### config.mk
export PLATFORM = sky130hd
export DESIGN_NAME = gcd_seq_ctrl
export DESIGN_NICKNAME = d
export VERILOG_FILES = /design/src/rtl/gcd_pkg.sv /design/src/rtl/gcd_cycle_cnt.sv /design/src/rtl/gcd_seq_ctrl.sv
export SDC_FILE = /design/constraint.sdc
export NUM_CORES = 1
export LEC_CHECK = 0
export ABC_AREA = 1
export BUFFER_PORTS_ARGS = -buffer_cell sky130_fd_sc_hd__buf_2
export CORE_MARGIN = 5
export CORE_UTILIZATION = 40
export CTS_CLUSTER_DIAMETER = 30
export CTS_CLUSTER_SIZE = 28
export DETAILED_ROUTE_END_ITERATION = 10
export HOLD_SLACK_MARGIN = 0.05
export PLACE_DENSITY = 0.57
export SETUP_SLACK_MARGIN = 0.2
export SYNTH_ARGS = -nofsm -noshare
export SYNTH_HDL_FRONTEND = slang
export SYNTH_SLANG_ARGS = --single-unit
### constraint.sdc
create_clock -name CLK -period 1.8 [get_ports CLK]
set_input_delay 0.18 -clock CLK [delete_from_list [all_inputs] [get_ports CLK]]
set_output_delay 0.18 -clock CLK [all_outputs]
set_load 0.005 [all_outputs]
### src/rtl/gcd_pkg.sv
// Shared definitions for the GCD sequencer: opcodes, FSM states, status codes
// and the default counter width.
package gcd_pkg;

    localparam int CNT_W_DEF = 12;

    localparam logic [2:0] OP_GCD     = 3'd0;
    localparam logic [2:0] OP_LCM     = 3'd1;
    localparam logic [2:0] OP_MODINV  = 3'd2;
    localparam logic [2:0] OP_COPRIME = 3'd3;
    localparam logic [2:0] OP_MAX     = 3'd3;

    typedef enum logic [2:0] {
        ST_IDLE  = 3'd0,
        ST_ISSUE = 3'd1,
        ST_WAIT  = 3'd2,
        ST_PAD   = 3'd3,
        ST_DONE  = 3'd4
    } state_t;

    localparam logic [1:0] STAT_OK      = 2'd0;
    localparam logic [1:0] STAT_ILLEGAL = 2'd1;
    localparam logic [1:0] STAT_OVERRUN = 2'd2;
    localparam logic [1:0] STAT_TIMEOUT = 2'd3;

    function automatic logic op_legal(input logic [2:0] op);
        return op <= OP_MAX;
    endfunction

endpackage

### src/rtl/gcd_cycle_cnt.sv
// Saturating cycle counter with synchronous clear/enable, a target compare
// and a flag raised once the count has reached the timeout value.
module gcd_cycle_cnt
    import gcd_pkg::*;
#(
    parameter int CNT_W   = CNT_W_DEF,
    parameter int TIMEOUT = 2**CNT_W - 1
) (
    input  logic             clk,
    input  logic             rst,
    input  logic             clr,
    input  logic             en,
    input  logic [CNT_W-1:0] target,
    output logic [CNT_W-1:0] cnt,
    output logic             eq,
    output logic             at_max
);

    localparam logic [CNT_W-1:0] CNT_MAX = CNT_W'(TIMEOUT);

    // Sticks at CNT_MAX so a hung core can never wrap the count back to zero.
    function automatic logic [CNT_W-1:0] sat_inc(input logic [CNT_W-1:0] v);
        return (v == CNT_MAX) ? v : v + CNT_W'(1);
    endfunction

    always_ff @(posedge clk) begin
        if (rst || clr) begin
            cnt <= '0;
        end else if (en) begin
            cnt <= sat_inc(cnt);
        end
    end

    assign eq     = (cnt == target);
    assign at_max = (cnt == CNT_MAX);

endmodule

### src/rtl/gcd_seq_ctrl.sv
// Sequencer between the register file and the GCD core: issues the core start,
// measures core latency, optionally pads to a constant cycle count.
module gcd_seq_ctrl
    import gcd_pkg::*;
#(
    parameter int CNT_W   = CNT_W_DEF,
    parameter int TIMEOUT = 2**CNT_W - 1
) (
    input  logic             CLK,
    input  logic             RESET,
    input  logic             START_PULSE,
    input  logic [2:0]       OPCODE,
    input  logic             CONSTANT_TIME,
    input  logic [CNT_W-1:0] CYCLE_COUNT,
    output logic             CORE_START,
    output logic [2:0]       CORE_OP,
    input  logic             CORE_DONE,
    output logic             DONE_PULSE,
    output logic             BUSY,
    output logic [1:0]       STATUS,
    output logic [CNT_W-1:0] ELAPSED
);

    localparam logic [CNT_W-1:0] CNT_MAX = CNT_W'(TIMEOUT);

    state_t           state;
    logic             ct_lat;
    logic [CNT_W-1:0] n_lat;
    logic [CNT_W-1:0] cnt;
    logic             cnt_eq;
    logic             cnt_at_max;
    logic             accept;
    logic             cnt_en;
    logic             pad_on;

    assign accept = (state == ST_IDLE) && START_PULSE;
    assign cnt_en = (state == ST_ISSUE) || (state == ST_WAIT) || (state == ST_PAD);
    // A zero target means "no constant-time window": no padding and no overrun.
    assign pad_on = ct_lat && (n_lat != '0);

    gcd_cycle_cnt #(
        .CNT_W   (CNT_W),
        .TIMEOUT (TIMEOUT)
    ) u_cnt (
        .clk    (CLK),
        .rst    (RESET),
        .clr    (accept),
        .en     (cnt_en),
        .target (n_lat),
        .cnt    (cnt),
        .eq     (cnt_eq),
        .at_max (cnt_at_max)
    );

    always_ff @(posedge CLK) begin
        if (RESET) begin
            state      <= ST_IDLE;
            CORE_START <= 1'b0;
            CORE_OP    <= 3'd0;
            DONE_PULSE <= 1'b0;
            BUSY       <= 1'b0;
            STATUS     <= STAT_OK;
            ELAPSED    <= '0;
            ct_lat     <= 1'b0;
            n_lat      <= '0;
        end else begin
            CORE_START <= 1'b0;
            DONE_PULSE <= 1'b0;
            case (state)
                ST_IDLE: begin
                    if (START_PULSE) begin
                        CORE_OP <= OPCODE;
                        ct_lat  <= CONSTANT_TIME;
                        n_lat   <= CYCLE_COUNT;
                        STATUS  <= STAT_OK;
                        BUSY    <= 1'b1;
                        if (op_legal(OPCODE)) begin
                            CORE_START <= 1'b1;
                            state      <= ST_ISSUE;
                        end else begin
                            STATUS     <= STAT_ILLEGAL;
                            DONE_PULSE <= 1'b1;
                            state      <= ST_DONE;
                        end
                    end
                end
                ST_ISSUE: begin
                    state <= ST_WAIT;
                end
                ST_WAIT: begin
                    if (CORE_DONE) begin
                        ELAPSED <= cnt;
                        if (pad_on && (cnt < n_lat)) begin
                            state <= ST_PAD;
                        end else begin
                            DONE_PULSE <= 1'b1;
                            state      <= ST_DONE;
                            if (pad_on && (cnt > n_lat)) begin
                                STATUS <= STAT_OVERRUN;
                            end
                        end
                    end else if (cnt_at_max) begin
                        ELAPSED    <= CNT_MAX;
                        STATUS     <= STAT_TIMEOUT;
                        DONE_PULSE <= 1'b1;
                        state      <= ST_DONE;
                    end
                end
                ST_PAD: begin
                    // The saturation exit only matters if TIMEOUT is set below the target.
                    if (cnt_eq || cnt_at_max) begin
                        DONE_PULSE <= 1'b1;
                        state      <= ST_DONE;
                    end
                end
                ST_DONE: begin
                    BUSY  <= 1'b0;
                    state <= ST_IDLE;
                end
                default: begin
                    BUSY  <= 1'b0;
                    state <= ST_IDLE;
                end
            endcase
        end
    end

endmodule

After elaboration in Yosys (flattened, before gate mapping)
Cells that the tools add are included.
W data, S select, Z words.
{"block": "totals", "regBits": 48, "output_inout_bits": 20}
{"block": "classes", "add_sub_neg": 1, "order_cmp": 3, "eq_ne": 10, "muxes": 26, "bitwise_logic": 4, "reduce_logical": 20}
{"cell": "$mux W12", "n": 2}
{"cell": "$mux W3", "n": 6}
{"cell": "$add A12 B1 Y12 const B", "n": 1}
{"cell": "$eq A12 B12 Y1", "n": 1}
{"cell": "$eq A12 B12 Y1 const B", "n": 1}
{"cell": "$gt A12 B12 Y1", "n": 1}
{"cell": "$lt A12 B12 Y1", "n": 1}
{"cell": "$pmux W3 S4", "n": 1}
{"cell": "$reduce_bool A12 Y1", "n": 1}
{"cell": "$mux W2", "n": 5}
{"cell": "$mux W1", "n": 9}
{"cell": "$reduce_and A2 Y1", "n": 4}
{"cell": "$eq A3 B2 Y1 const B", "n": 2}
{"cell": "$ne A3 B3 Y1 const B", "n": 2}
{"cell": "$reduce_or A3 Y1", "n": 2}
{"cell": "$reduce_and A5 Y1", "n": 1}
{"cell": "$logic_and A1 B1 Y1", "n": 4}
{"cell": "$logic_or A1 B1 Y1", "n": 4}
{"cell": "$not A1 Y1", "n": 4}
{"cell": "$pmux W2 S2", "n": 1}
{"cell": "$reduce_bool A2 Y1", "n": 2}
{"cell": "$eq A3 B1 Y1 const B", "n": 1}
{"cell": "$le A3 B2 Y1 const B", "n": 1}
{"cell": "$logic_not A3 Y1", "n": 1}
{"cell": "other kinds (6)", "n": 6}

Longest topological paths before layout
Gate-level depths: netlist of the first run.
{"block": "logic_depth", "depth_word": 7, "ltp_mapped": 14, "depth_no_buf": 14}

By module
A second synthesis of the first run with hierarchy kept.
{"block": "unflattened", "cells_unflattened": 366, "hier_area_um2": 2637.5}
{"module": "gcd_seq_ctrl", "instances": 1, "cells_per_inst": 245, "area_each_um2": 1825.5}
{"module": "gcd_cycle_cnt", "instances": 1, "cells_per_inst": 121, "area_each_um2": 812.0}

Least setup slack after synthesis of the first run
Ideal clock, no wire load.
{"block": "synth_path", "kind": "flip-flop to flip-flop", "startpoint": "register n_lat[11]", "endpoint": "register state[1]", "setup_ps": 115, "arrival_ps": 1376, "setup_slack_ps": 309, "path_stages_with_launch": 12, "synth_period_minus_slack_ps": 1491, "cell_sequence": "dfxtp_1 inv_1 ha_1 nand2_1 nor2_1 nand2_1 a21oi_1 nor2_1 nand3_1 nand2_1 o21ai_0 inv_1"}
{"block": "synth_between", "elab_chain_cells": 6}
{"element": "start: declaration", "line": "gcd_seq_ctrl.sv:28", "source": "logic [CNT_W-1:0] n_lat;"}
{"element": "start signal: assignment", "line": "gcd_seq_ctrl.sv:65", "source": "n_lat <= '0;"}
{"element": "start signal: assignment", "line": "gcd_seq_ctrl.sv:74", "source": "n_lat <= CYCLE_COUNT;"}
{"element": "parallel branches: the longest is 6 deep, another holds $lt A12 B12 Y1"}
{"element": "end signal: assignment", "line": "gcd_seq_ctrl.sv:88", "source": "state <= ST_WAIT;"}
{"element": "end signal: assignment", "line": "gcd_seq_ctrl.sv:94", "source": "state <= ST_PAD;"}
{"element": "end signal: assignment", "line": "gcd_seq_ctrl.sv:97", "source": "state <= ST_DONE;"}
{"element": "end: declaration", "line": "gcd_seq_ctrl.sv:26", "source": "state_t state;"}
Parallel ways; which one is timed is not known.
A chain may end at the register's enable or synchronous reset.

Worst setup path in the final report of the first run
{"block": "layout_path", "startpoint": "register n_lat[11]", "endpoint": "register state[0]"}
Same word-level chain as after synthesis.

==> results, run 1 <==
- Power spread over the standard cell area amounts to 754 nW/µm².
- The insertion delay of the later-clocked pin in the worst-skew pair is 0.30 ns.
- The number of levels the H-tree was split into is 2.
- The global-route usage over all layers is 15.3%.
- Row generation in the floorplan step produced 28 rows.
- Max-cap violations in this run came to 0.
- STA puts the critical path data required time at 2.03 ns.
- The initial antenna violation count came to 0.
- Fill cells in the final layout number 581.
- The most used standard cell by instance count after synthesis is sky130_fd_sc_hd__nand2_1.
- In the final layout, the multi-input gates occupy 1440 µm².
- Setup repair after global routing could not meet its margin everywhere.
- Counting I/O delays and the setup requirement, the final critical path takes 1.56 ns.
- Of all nets on the critical path, the largest fanout is 2.
- The completed layout was analyzed and its total power is 2.32 mW.
- The ratio of final minimum period to clock period is 86.7%.
- Setup slack closes at 0.239 ns.
- Across the whole layout, storage elements account for 993 µm².
- The diode insertion count for antenna repair is 0.
- The first routing iteration left 88 violations.
- Between clock sinks in the finished design, the worst skew comes to 0.00687 ns.
- The cell count after synthesis is 319.
- After synthesis, the largest area contributor takes up 39.9% of total cell area.
- The post-synthesis area per instance is 7.56 µm².
- The fmax is 641 MHz.
- In the synthesized netlist the async set-or-reset flop fraction comes to 0%.
- The half-perimeter wire length after detailed placement is 4290 µm.
- After clock tree synthesis, the clock-pin slew on the worst setup and hold paths is 0.09 ns.
- The routed via count is 2147.
- The via count of the first global-routing pass is 2037.
- The final max-slew violation count came to 0.
- The antenna violation net count after detailed routing is 0.
- The actual slew at the worst max-slew pin is 0.265 ns.
- The count of port buffers added during placement is 39.
- The die height is 87.6 µm.
- The first detailed-routing pass took 4 iterations.
- In this run, post-CTS hold repair placed 0 buffers.
- Of the synthesized area, sequential elements account for 39.9%.
- The synthesized design spends more area on one cell type than any other, namely sky130_fd_sc_hd__dfxtp_1.
- The layout cell share with drive strength beyond 1 is 43.2%.
- The register bit total from synthesis is 48.
- The die covers 7680 µm².
- The CTS tree is yes.
- The synthesized cell area is 2410 µm².
- In the post-synthesis netlist, the biggest area contributors are sky130_fd_sc_hd__dfxtp_1 40%, sky130_fd_sc_hd__nand2_1 9.0%, sky130_fd_sc_hd__ha_1 6.7%.
- The number of nets in the synthesized netlist is 352.
- Clock tree synthesis inserted a total of 5 buffers.
- Synthesis instantiated 32 different standard cells from the library.
- After routing, the total negative slack on setup checks comes to 0 ns.
- Sorting the synthesized cells by how often they occur yields 58 x sky130_fd_sc_hd__nand2_1, 48 x sky130_fd_sc_hd__dfxtp_1, 42 x sky130_fd_sc_hd__inv_1.
- 40 I/O pins were placed.
- Counting along the longest clock path gives a buffer depth of 2.
- The static leakage is 1.29 nW.
- The flow ran to the end, and the final reports show no timing, DRC or antenna violations.
- The startpoint-to-endpoint class of the critical path is register to register.
- The final number of hold-violating endpoints is 0.
- The via-per-instance ratio is 4.87.
- Entering global routing, the biggest net connects 18 pins.
- The arrival time of the worst setup path is 1.79 ns.
- The Yosys step of the flow raised 0 warnings.
- The die is 87.6 µm wide.
- The worst slew margin relative to its limit is 82.2%.
- In this run the standard cell core region covers 5890 µm².
- The critical path startpoint category is a register.
- The area growth from synthesis to layout is 27.5%.
- The type of the most critical hold path is primary input to register.
- The tree built by TritonCTS fans out to 48 sinks.
- The congestion estimate from routability-driven global placement came to 0.804.
- Dividing the detail-routed wire length by the instance count gives 13.2 µm.
- The prevailing post-synth register cell is sky130_fd_sc_hd__dfxtp_1.
- The total length of routed wires is 5820 µm.
- The final-report setup violation count is 0.
- The master cell of the clock root buffer is sky130_fd_sc_hd__clkbuf_8.
- After global routing the overflow that remains totals 0.
- Yosys mapped a number of flops with a built-in enable equal to 0.
- The worst slack at placement is 0.166 ns.
- The effective utilization at floorplan is 41.0%.
- The remaining routing DRC violations is 0.
- The final layout contains 398 nets.
- The element type at the critical path end is a register.
- The first global-routing pass estimated 9360 µm of wire.
- IR analysis of the VDD net gives a maximum drop of 0.311 mV.
## power breakdown
| group | internal [mW] | switching, mW |
|---|---|---|
| logic | 0.197 | 0.291 |
| clock network | 0.314 | 0.351 |
| registers | 1.12 | 0.0380 |
| total | 1.64 | 0.680 |
## registers in the layout (all words and copies together), names as in the netlist
| signal | count |
|---|---|
| ELAPSED | 12 |
| n_lat | 12 |
| u_cnt.cnt | 12 |
| CORE_OP | 3 |
| state | 3 |
| STATUS | 2 |
| BUSY | 1 |
| CORE_START | 1 |
| DONE_PULSE | 1 |
| ct_lat | 1 |
## cells by family after synthesis
| kind of cell | count (synthesis) | share of synthesized area (%) |
|---|---|---|
| flops | 48 | 39.9 |
| fa+ha+maj | 13 | 6.75 |
| simple gates | 130 | 25.6 |
| compound gates | 70 | 17.3 |
| buf+inv | 56 | 9.76 |
| xor+xnor | 2 | 0.727 |
## final cells by class
type                            count  share of cell area (%)
Clock buffer                        8                    2.93
Timing Repair Buffer               48                    8.96
Sequential cell                    48                    32.3
Multi-Input combinational cell    215                    46.9
Inverter                           47                    5.82
Tap cell                           75                    3.05
## timing repair
item,CTS,global route
endpoints found under the setup margin,4,11
gates resized for setup,3,75
pin swaps,0,21
buffers inserted,0,3
## final timing paths
kind              start    endpoint  slack (ns)  cells after the start
max           n_lat[11]    state[0]        0.24                     11
min           OPCODE[2]  CORE_START        0.08                      2
max reg2reg   n_lat[11]    state[0]        0.24                     11
min reg2reg  CORE_OP[0]  CORE_OP[0]        0.46                      2
## metrics by stage
step	std cells	util, %	instance area, µm²	hold WS (ns)
floorplan	319	-	2410	0.252
global placement	430	45.9	2700	0.381
detailed placement	430	45.9	2700	0.392
CTS	438	47.5	2800	0.0710
global route	441	52.2	3070	0.0838
finish	441	52.2	3070	0.0791
## critical path, cell delays in order (launching register included)
cell and delay [ns]:
sky130_fd_sc_hd__dfxtp_2 0.34, sky130_fd_sc_hd__inv_2 0.05, sky130_fd_sc_hd__ha_4 0.23, sky130_fd_sc_hd__nand2_2 0.09, sky130_fd_sc_hd__a21oi_1 0.07, sky130_fd_sc_hd__nor2_2 0.15
sky130_fd_sc_hd__nand2_1 0.08, sky130_fd_sc_hd__nor2_2 0.15, sky130_fd_sc_hd__nand3_2 0.08, sky130_fd_sc_hd__nand2_1 0.08, sky130_fd_sc_hd__nand2_1 0.05, sky130_fd_sc_hd__a21oi_1 0.12
## layer usage
layer	vias up	routed length (µm)	GRT usage, %
li1	1127	-	-
met1	989	2860	21.4
met2	26	2700	24.0
met3	5	202	2.63
met4	0	63	5.02
met5	-	0	0
## cell usage in the layout, fill, tap and decap left out, types with 2 or more instances in the layout
cell type / instances
sky130_fd_sc_hd__buf_4: 8
sky130_fd_sc_hd__a21oi_2: 14
sky130_fd_sc_hd__ha_4: 10
sky130_fd_sc_hd__dfxtp_2: 20
sky130_fd_sc_hd__nor2_1: 20
sky130_fd_sc_hd__dfxtp_1: 26
sky130_fd_sc_hd__inv_1: 28
sky130_fd_sc_hd__dfxtp_4: 2
sky130_fd_sc_hd__clkbuf_1: 2
sky130_fd_sc_hd__clkbuf_8: 6
sky130_fd_sc_hd__buf_2: 39
sky130_fd_sc_hd__o21ai_1: 9
sky130_fd_sc_hd__o21a_1: 2
sky130_fd_sc_hd__nand2_2: 12
sky130_fd_sc_hd__nor3_1: 4
sky130_fd_sc_hd__nand3_1: 19
sky130_fd_sc_hd__o21ai_0: 20
sky130_fd_sc_hd__nand2_1: 50
sky130_fd_sc_hd__ha_1: 2
sky130_fd_sc_hd__inv_2: 18
sky130_fd_sc_hd__xor2_1: 2
sky130_fd_sc_hd__a21oi_1: 20
sky130_fd_sc_hd__nor2_4: 7
sky130_fd_sc_hd__nand2_4: 2
sky130_fd_sc_hd__nor2_2: 6
sky130_fd_sc_hd__nand3_2: 5
(Power assumes the default switching activity.)
==> inputs of run 2 (changes only) <==
--- a/config.mk
+++ b/config.mk
@@ -9,9 +9,10 @@
 export BUFFER_PORTS_ARGS = -buffer_cell sky130_fd_sc_hd__buf_2
 export CORE_MARGIN = 5
 export CORE_UTILIZATION = 40
-export CTS_CLUSTER_DIAMETER = 30
+export CTS_CLUSTER_DIAMETER = 120
 export CTS_CLUSTER_SIZE = 28
 export DETAILED_ROUTE_END_ITERATION = 10
+export GPL_TIMING_DRIVEN = 0
 export HOLD_SLACK_MARGIN = 0.05
 export PLACE_DENSITY = 0.57
 export SETUP_SLACK_MARGIN = 0.2
==> run 2 against run 1 <==
Sequential power barely moved. Combinational power up 7.0%. Clock skew rose by 0.0025 ns. Worst setup slack worse by 0.015 ns. Total power is 3.0% higher. First-iteration DRC count is 9.1% lower. Critical path depth fell by 3. Clock power rose by 5.4%. Cell count up 2.3%. Hold slack better by 0.013 ns. Die area did not move. Largest cell class unchanged.
==> results, run 2 (synthesis gave the netlist of run 1 again) <==
- The static leakage is 1.35 nW (was 1.29 nW).
- The CTS tree is yes (unchanged).
- The antenna violation net count after detailed routing is 0 (unchanged).
- The final critical path time including I/O delays and setup is 1.58 ns (was 1.56 ns).
- The post-route worst hold slack was 0.0922 ns (was 0.0791 ns).
- The die height is 87.6 µm (unchanged).
- The master cell of the clock root buffer is sky130_fd_sc_hd__clkbuf_8 (unchanged).
- The final-report setup violation count is 0 (unchanged).
- The final weighted congestion in routability-driven placement is 0.804 (about the same).
- The remaining routing DRC violations came to 0 (unchanged).
- The remaining global-route overflow was 0 (unchanged).
- The area enclosed by the die boundary is 7680 µm² (unchanged).
- The routed wirelength normalized by instance count is 13.7 µm (was 13.2 µm).
- Run status: finished, final reports clean (unchanged).
- The final worst clock skew is 0.00938 ns (was 0.00687 ns).
- The actual slew at the worst max-slew pin came to 0.517 ns (was 0.265 ns).
- The routed via count is 2200 (was 2147).
- The ratio of final minimum period to clock period is 87.6% (was 86.7%).
- The half-perimeter wire length after detailed placement is 4430 µm (was 4290 µm).
- The area growth from synthesis to final layout is 31.1% (was 27.5%).
- The startpoint-to-endpoint class of the critical path is register to register (unchanged).
- The global-route usage over all layers is 16.3% (was 15.3%).
- The type of the most critical hold path was primary input to register (unchanged).
- Most used cells in the layout excluding fill and tap cells: 49 x sky130_fd_sc_hd__nand2_1, 43 x sky130_fd_sc_hd__buf_2, 30 x sky130_fd_sc_hd__inv_1 (was 50 x sky130_fd_sc_hd__nand2_1, 39 x sky130_fd_sc_hd__buf_2, 28 x sky130_fd_sc_hd__inv_1).
- The highest fanout seen on the critical path is 4 (was 2).
- The number of nets at the end of the flow is 409 (was 398).
- The number of sinks on the clock net is 48 (unchanged).
- RSZ-0062 raised after global routing: yes (unchanged).
- The maximum resistive drop on vdd was 0.438 mV (was 0.311 mV).
- The clock transition time at the flip-flop clock pins of the worst setup and hold paths is 0.09 ns (about the same).
- The critical path startpoint category is a register (unchanged).
- The site row count came to 28 (unchanged).
- The diode insertion count for antenna repair is 0 (unchanged).
- The DRC violation total after the first TritonRoute iteration is 80 (was 88).
- The fmax is 634 MHz (was 641 MHz).
- The total clock buffers created by CTS is 5 (unchanged).
- The power per cell area is 754 nW/µm² (about the same).
- The first-pass iteration count of the detailed router is 4 (unchanged).
- The die width is 87.6 µm (unchanged).
- The layout cell share with drive strength beyond 1 came to 43.6% (was 43.2%).
- The boundary pin count is 40 (unchanged).
- The wire length of the first global-routing pass is 9500 µm (was 9360 µm).
- The final max-slew violation count is 0 (unchanged).
- The element type at the critical path end is a register (unchanged).
- The largest net degree at the start of global routing came to 14 (was 18).
- The core box area came to 5890 µm² (unchanged).
- Biggest registers after layout: ELAPSED: 12 flops, n_lat: 12 flops, u_cnt.cnt: 12 flops (unchanged).
- The number of max-capacitance violations reported is 0 (unchanged).
- The data required time of the worst path is 2.01 ns (was 2.03 ns).
- The maximum clock insertion buffer count is 2 (unchanged).
- The most common cell after layout, fill and taps aside was sky130_fd_sc_hd__nand2_1 (unchanged).
- The total length of routed wires is 6200 µm (was 5820 µm).
- The final number of hold-violating endpoints is 0 (unchanged).
- The worst slew margin relative to its limit was 65.6% (was 82.2%).
- The arrival time of the worst setup path is 1.79 ns (about the same).
- The insertion delay of the later-clocked pin in the worst-skew pair is 0.31 ns (was 0.30 ns).
- The initial antenna violation count is 0 (unchanged).
- The number of levels the H-tree was split into is 2 (unchanged).
- The via-per-instance ratio is 4.88 (was 4.87).
- The effective utilization at floorplan is 41.0% (unchanged).
- The via count of the first global-routing pass is 1989 (was 2037).
- The final sum of negative setup slack is 0 ns (unchanged).
- The count of port buffers added during placement is 38 (was 39).
[run 2: cell types whose count changed in the layout (fill, tap and decap cells not counted), moves of 2 or more]
cell / before / now
sky130_fd_sc_hd__inv_1: 28 / 30
sky130_fd_sc_hd__buf_2: 39 / 43
sky130_fd_sc_hd__dfxtp_2: 20 / 16
sky130_fd_sc_hd__inv_2: 18 / 16
sky130_fd_sc_hd__buf_4: 8 / 10
sky130_fd_sc_hd__dfxtp_4: 2 / 5
sky130_fd_sc_hd__buf_6: 0 / 4
[run 2: worst max-delay path: stages, from the launching register on]
cell                      delay, ns
sky130_fd_sc_hd__dfxtp_2       0.40
sky130_fd_sc_hd__nand2_1       0.12
sky130_fd_sc_hd__nor2_2        0.17
sky130_fd_sc_hd__nand3_4       0.14
sky130_fd_sc_hd__a21oi_4       0.28
sky130_fd_sc_hd__or2_4         0.20
sky130_fd_sc_hd__nand3_2       0.07
sky130_fd_sc_hd__nand2_1       0.06
sky130_fd_sc_hd__nor2_1        0.05
[run 2: repair_timing]
action / 4_1_cts / 5_1_grt
resized for setup: 18 / 66
hold buffers: 1 / 0
gates cloned: 1 / 0
endpoints found under the hold margin: 1 / 0
setup endpoints to repair: 16 / 31
pin swaps: 6 / 30
setup buffers: 1 / 9
[run 2: final cells by class]
type / instances / area (µm²)
Timing Repair Buffer: 50 / 290
Fill cell: 575 / 2720
Clock buffer: 7 / 96.3
Tap cell: 75 / 93.8
Multi-Input combinational cell: 215 / 1440
Sequential cell: 48 / 1000
Buffer: 9 / 58.8
Inverter: 47 / 179
[run 2: metrics by stage]
stage	power (mW)	setup slack, ns	cells	area (µm²)	util [%]
after CTS	2.31	0.197	442	2870	48.7
after floorplan	1.45	0.309	319	2410	-
after detailed placement	1.58	0.0993	432	2700	45.8
after global placement	1.57	0.0984	432	2700	45.8
after global routing	2.51	0.141	451	3160	53.7
final	2.38	0.224	451	3160	53.7
[run 2: worst paths after layout]
check	from	to	slack (ns)	cells after the start
setup / recovery	u_cnt.cnt[9]	STATUS[0]	0.22	8
hold / removal	CYCLE_COUNT[8]	n_lat[8]	0.09	3
setup reg to reg	u_cnt.cnt[9]	STATUS[0]	0.22	8
hold reg to reg	CORE_OP[0]	CORE_OP[0]	0.46	2
[run 2: metal layers]
layer,GRT usage [%],vias to the layer above,routed length (µm)
met4,5.44,0,83
met2,26.6,33,2940
met1,21.4,1015,2900
li1,-,1144,-
met5,0,-,0
met3,3.39,8,275
[run 2: where the power goes]
group          switching (mW)  internal (mW)
clock network           0.359          0.343
registers              0.0390           1.12
logic                   0.304          0.219
total                   0.702           1.68
==> inputs of run 3 (changes only) <==
--- a/config.mk
+++ b/config.mk
@@ -5,7 +5,8 @@
 export SDC_FILE = /design/constraint.sdc
 export NUM_CORES = 1
 export LEC_CHECK = 0
-export ABC_AREA = 1
+export ABC_AREA = 0
+export ABC_CLOCK_PERIOD_IN_PS = 1800
 export BUFFER_PORTS_ARGS = -buffer_cell sky130_fd_sc_hd__buf_2
 export CORE_MARGIN = 5
 export CORE_UTILIZATION = 40
==> constraint.sdc (replaced) <==
create_clock -name CLK -period 1.8 [get_ports CLK]
set_input_delay 0.18 -clock CLK [delete_from_list [all_inputs] [get_ports CLK]]
set_output_delay 0.18 -clock CLK [all_outputs]
set_load 0.1 [all_outputs]
==> run 3 against run 2 <==
The flow now finishes with violations (negative setup slack). Non-clock buffer count rose by 16. Count of clock-buffer cells in the layout is the same. Maximum frequency fell by 15%. Routed wire length up 3.6%. Synthesized area shrank 0.36%. Core utilization is 6.0 points higher. Combinational power up 10%. First-iteration DRC count rose by 5.0%. Die area decreased by 0.32%.
==> results, run 3 <==
- The core box area is 5890 µm² (unchanged).
- The final-report setup violation count is 3 (was 0).
- The top-area cell type share of the netlist area was 40.0% (was 39.9%).
- The critical path startpoint category is a register (unchanged).
- The most common cell after layout, fill and taps aside was sky130_fd_sc_hd__buf_2 (was sky130_fd_sc_hd__nand2_1).
- The number of sinks on the clock net is 48 (unchanged).
- The site row count is 28 (unchanged).
- The fraction of power consumed by sequential logic was 44.2% (was 48.6%).
- The register bit total from synthesis is 48 (unchanged).
- The worst flop-to-flop path startpoint is u_cnt.cnt[1] (was u_cnt.cnt[9]).
- The number of levels the H-tree was split into is 2 (unchanged).
- RSZ-0062 raised after global routing: yes (unchanged).
- The final max-slew violation count is 0 (unchanged).
- The fmax came to 538 MHz (was 634 MHz).
- The internal power consumption is 1.78 mW (was 1.68 mW).
- The proportion of synthesized flip-flops having asynchronous set or reset is 0% (unchanged).
- The total clock buffers created by CTS is 5 (unchanged).
- The number of cells in the design after placement is 400 (was 432).
- The final sum of negative setup slack was -0.103 ns (was 0 ns).
- The initial antenna violation count is 0 (unchanged).
- The final worst-path setup slack came to -0.0601 ns (was 0.224 ns).
- The area after detailed placement is 2730 µm² (was 2700 µm²).
- The net switching share of the total power is 30.6% (was 29.4%).
- The prevailing post-synth register cell was sky130_fd_sc_hd__dfxtp_1 (unchanged).
- The via count of the first global-routing pass is 2214 (was 1989).
- The final non-filler cell area was 3510 µm² (was 3160 µm²).
- The DRC violation total after the first TritonRoute iteration is 84 (was 80).
- Most used cells in the layout excluding fill and tap cells: 40 x sky130_fd_sc_hd__buf_2, 38 x sky130_fd_sc_hd__nand2_1, 30 x sky130_fd_sc_hd__nor2_1 (was 49 x sky130_fd_sc_hd__nand2_1, 43 x sky130_fd_sc_hd__buf_2, 30 x sky130_fd_sc_hd__inv_1).
- The element type at the critical path end was a register (unchanged).
- The total of warnings raised by yosys is 0 (unchanged).
- The maximum clock insertion buffer count was 2 (unchanged).
- The post-route worst hold slack is 0.0628 ns (was 0.0922 ns).
- The global routing usage on met2 is 30.3% (was 26.6%).
- The start point of the worst min-delay path is OPCODE[2] (was CYCLE_COUNT[8]).
- The routed via count is 2196 (was 2200).
- The startpoint-to-endpoint class of the critical path is register to register (unchanged).
- The global-route track usage on met3 is 3.50% (was 3.39%).
- The die width is 87.5 µm (was 87.6 µm).
- The remaining routing DRC violations is 0 (unchanged).
- The critical path launch point is u_cnt.cnt[1] (was u_cnt.cnt[9]).
- The part of the total power dissipated in the clock network is 33.5% (was 29.4%).
- The total length of routed wires is 6420 µm (was 6200 µm).
- The final weighted congestion in routability-driven placement is 0.786 (was 0.804).
- The largest net degree at the start of global routing is 15 (was 14).
- The final critical path time including I/O delays and setup is 1.86 ns (was 1.58 ns).
- The diode insertion count for antenna repair is 0 (unchanged).
- The global-route usage over all layers is 17.1% (was 16.3%).
- The final core utilization came to 59.7% (was 53.7%).
- The boundary pin count is 40 (unchanged).
- The area growth from synthesis to final layout is 46.3% (was 31.1%).
- The number of nets at the end of the flow came to 387 (was 409).
- The arrival time of the worst setup path is 2.09 ns (was 1.79 ns).
- The number of synthesized flops with an enable pin is 0 (unchanged).
- The logic gate share of total power is 22.3% (was 21.9%).
- The first-pass iteration count of the detailed router came to 4 (unchanged).
- The remaining global-route overflow is 0 (unchanged).
- Run status: finished with violations (was finished, final reports clean).
- The final number of hold-violating endpoints is 0 (unchanged).
- The CTS tree is yes (unchanged).
- The power per cell area was 732 nW/µm² (was 754 nW/µm²).
- The global routing usage on met1 came to 20.6% (was 21.4%).
- The via-per-instance ratio is 5.11 (was 4.88).
- The worst slew margin relative to its limit is 55.3% (was 65.6%).
- The wire length of the first global-routing pass came to 10300 µm (was 9500 µm).
- The cell count after synthesis is 287 (was 319).
- The type of the most critical hold path is primary input to register (unchanged).
- The ratio of final minimum period to clock period is 103% (was 87.6%).
- The actual slew at the worst max-slew pin is 0.670 ns (was 0.517 ns).
- The count of port buffers added during placement is 38 (unchanged).
- Biggest registers after layout: ELAPSED: 12 flops, n_lat: 12 flops, u_cnt.cnt: 12 flops (unchanged).
- The die height is 87.5 µm (was 87.6 µm).
- The number of nets in the synthesized netlist was 320 (was 352).
- The area enclosed by the die boundary came to 7660 µm² (was 7680 µm²).
- The fill cell total of the finished layout is 515 (was 575).
- The layer carrying the most global-route usage is met2 (unchanged).
- The maximum resistive drop on vdd was 0.364 mV (was 0.438 mV).
- The number of max-capacitance violations reported is 0 (unchanged).
- The highest fanout seen on the critical path is 2 (was 4).
- The layout cell share with drive strength beyond 1 was 47.0% (was 43.6%).
- The final worst clock skew came to 0.00311 ns (was 0.00938 ns).
- The number of hold-repair buffers added at the cts stage was 0 (was 1).
- The static leakage is 1.38 nW (was 1.35 nW).
- The cell taking the most area after synthesis is sky130_fd_sc_hd__dfxtp_1 (unchanged).
- Commonest cells in the synthesized netlist: 48 x sky130_fd_sc_hd__dfxtp_1, 41 x sky130_fd_sc_hd__nor2_1, 40 x sky130_fd_sc_hd__nand2_1 (was 58 x sky130_fd_sc_hd__nand2_1, 48 x sky130_fd_sc_hd__dfxtp_1, 42 x sky130_fd_sc_hd__inv_1).
- The routed wirelength normalized by instance count is 14.9 µm (was 13.7 µm).
- The insertion delay of the later-clocked pin in the worst-skew pair came to 0.30 ns (was 0.31 ns).
- The master cell of the clock root buffer is sky130_fd_sc_hd__clkbuf_8 (unchanged).
- The checks that failed: negative setup slack.
- The total power of the final layout was 2.57 mW (was 2.38 mW).
- The worst slack at placement is -0.200 ns (was 0.0993 ns).
- The half-perimeter wire length after detailed placement was 4220 µm (was 4430 µm).
- The effective utilization at floorplan was 40.8% (was 41.0%).
- The clock transition time at the flip-flop clock pins of the worst setup and hold paths was 0.09 ns (about the same).
- The sequential area share after synthesis is 40.0% (was 39.9%).
- The net switching component of the power is 0.788 mW (was 0.702 mW).
- The antenna violation net count after detailed routing came to 0 (unchanged).
- Top area cells in the synthesized netlist: sky130_fd_sc_hd__dfxtp_1 40%, sky130_fd_sc_hd__ha_1 6.8%, sky130_fd_sc_hd__nor2_1 6.4% (was sky130_fd_sc_hd__dfxtp_1 40%, sky130_fd_sc_hd__nand2_1 9.0%, sky130_fd_sc_hd__ha_1 6.7%).
- The post-route non-filler standard cell count was 430 (was 451).
- The synthesized cell area is 2400 µm² (was 2410 µm²).
- The post-synthesis area per instance came to 8.37 µm² (was 7.56 µm²).
- The data required time of the worst path is 2.03 ns (was 2.01 ns).
- The count of different cell masters after synthesis is 47 (was 32).
- The most used standard cell by instance count after synthesis is sky130_fd_sc_hd__dfxtp_1 (was sky130_fd_sc_hd__nand2_1).
==> run 3: cells by family (layout without fill, tap and decap cells) <==
kind of cell,count (synthesis),in the layout,synth area share (%)
mux,1,1,0.417
flops,48,48,40.0
fa+ha+maj,13,13,6.77
simple gates,137,137,30.9
compound gates,46,46,11.7
buf+inv,31,99,6.20
xor+xnor,11,11,4.01
==> run 3: path summary, 6_finish.rpt <==
check                     to  slack (ns)  cells after the start
hold / removal    CORE_START        0.06                      2
hold reg to reg   CORE_OP[0]        0.45                      2
setup reg to reg    state[1]       -0.06                      6
setup / recovery    state[1]       -0.06                      6
==> run 3: area by class of cell <==
cell class	instances	area [µm²]	share of cell area [%]
flip-flops and latches	48	1000	28.5
clock buffers	7	96.3	2.74
multi-input cells	208	1710	48.6
plain buffers	15	123	3.49
well taps	75	93.8	2.67
clock inverters	1	30.0	0.855
repair buffers	60	403	11.5
inverters	16	60.1	1.71
==> run 3: what timing repair did <==
| action | 4_1_cts | 5_1_grt |
|---|---|---|
| gates cloned | 1 | 1 |
| buffers inserted | 16 | 4 |
| gates resized for setup | 63 | 54 |
| setup endpoints to repair | 36 | 39 |
| pin swaps | 44 | 30 |
==> run 3: power by group through the flow <==
stage	Clock (mW)	Combinational [mW]	Sequential [mW]
finish	0.860	0.574	1.14
CTS	0.888	0.529	1.14
global route	0.916	0.620	1.14
floorplan	0	0.219	1.29
detailed placement	0	0.452	1.16
global placement	0	0.448	1.16
==> run 3: layer usage <==
metal | vias up | share of wire, % | wire length (µm)
met4 | 0 | 0.95 | 61
li1 | 1123 | - | -
met3 | 5 | 2.7 | 176
met1 | 1044 | 44 | 2830
met2 | 24 | 52 | 3350
met5 | - | 0 | 0
==> run 3: worst max-delay path, cell delays in order (launching register included) <==
cell and delay, ns:
sky130_fd_sc_hd__dfxtp_4 0.38, sky130_fd_sc_hd__ha_4 0.24, sky130_fd_sc_hd__nor2b_4 0.12, sky130_fd_sc_hd__o211ai_1 0.20
sky130_fd_sc_hd__a211oi_2 0.13, sky130_fd_sc_hd__or4b_4 0.54, sky130_fd_sc_hd__o211ai_1 0.18
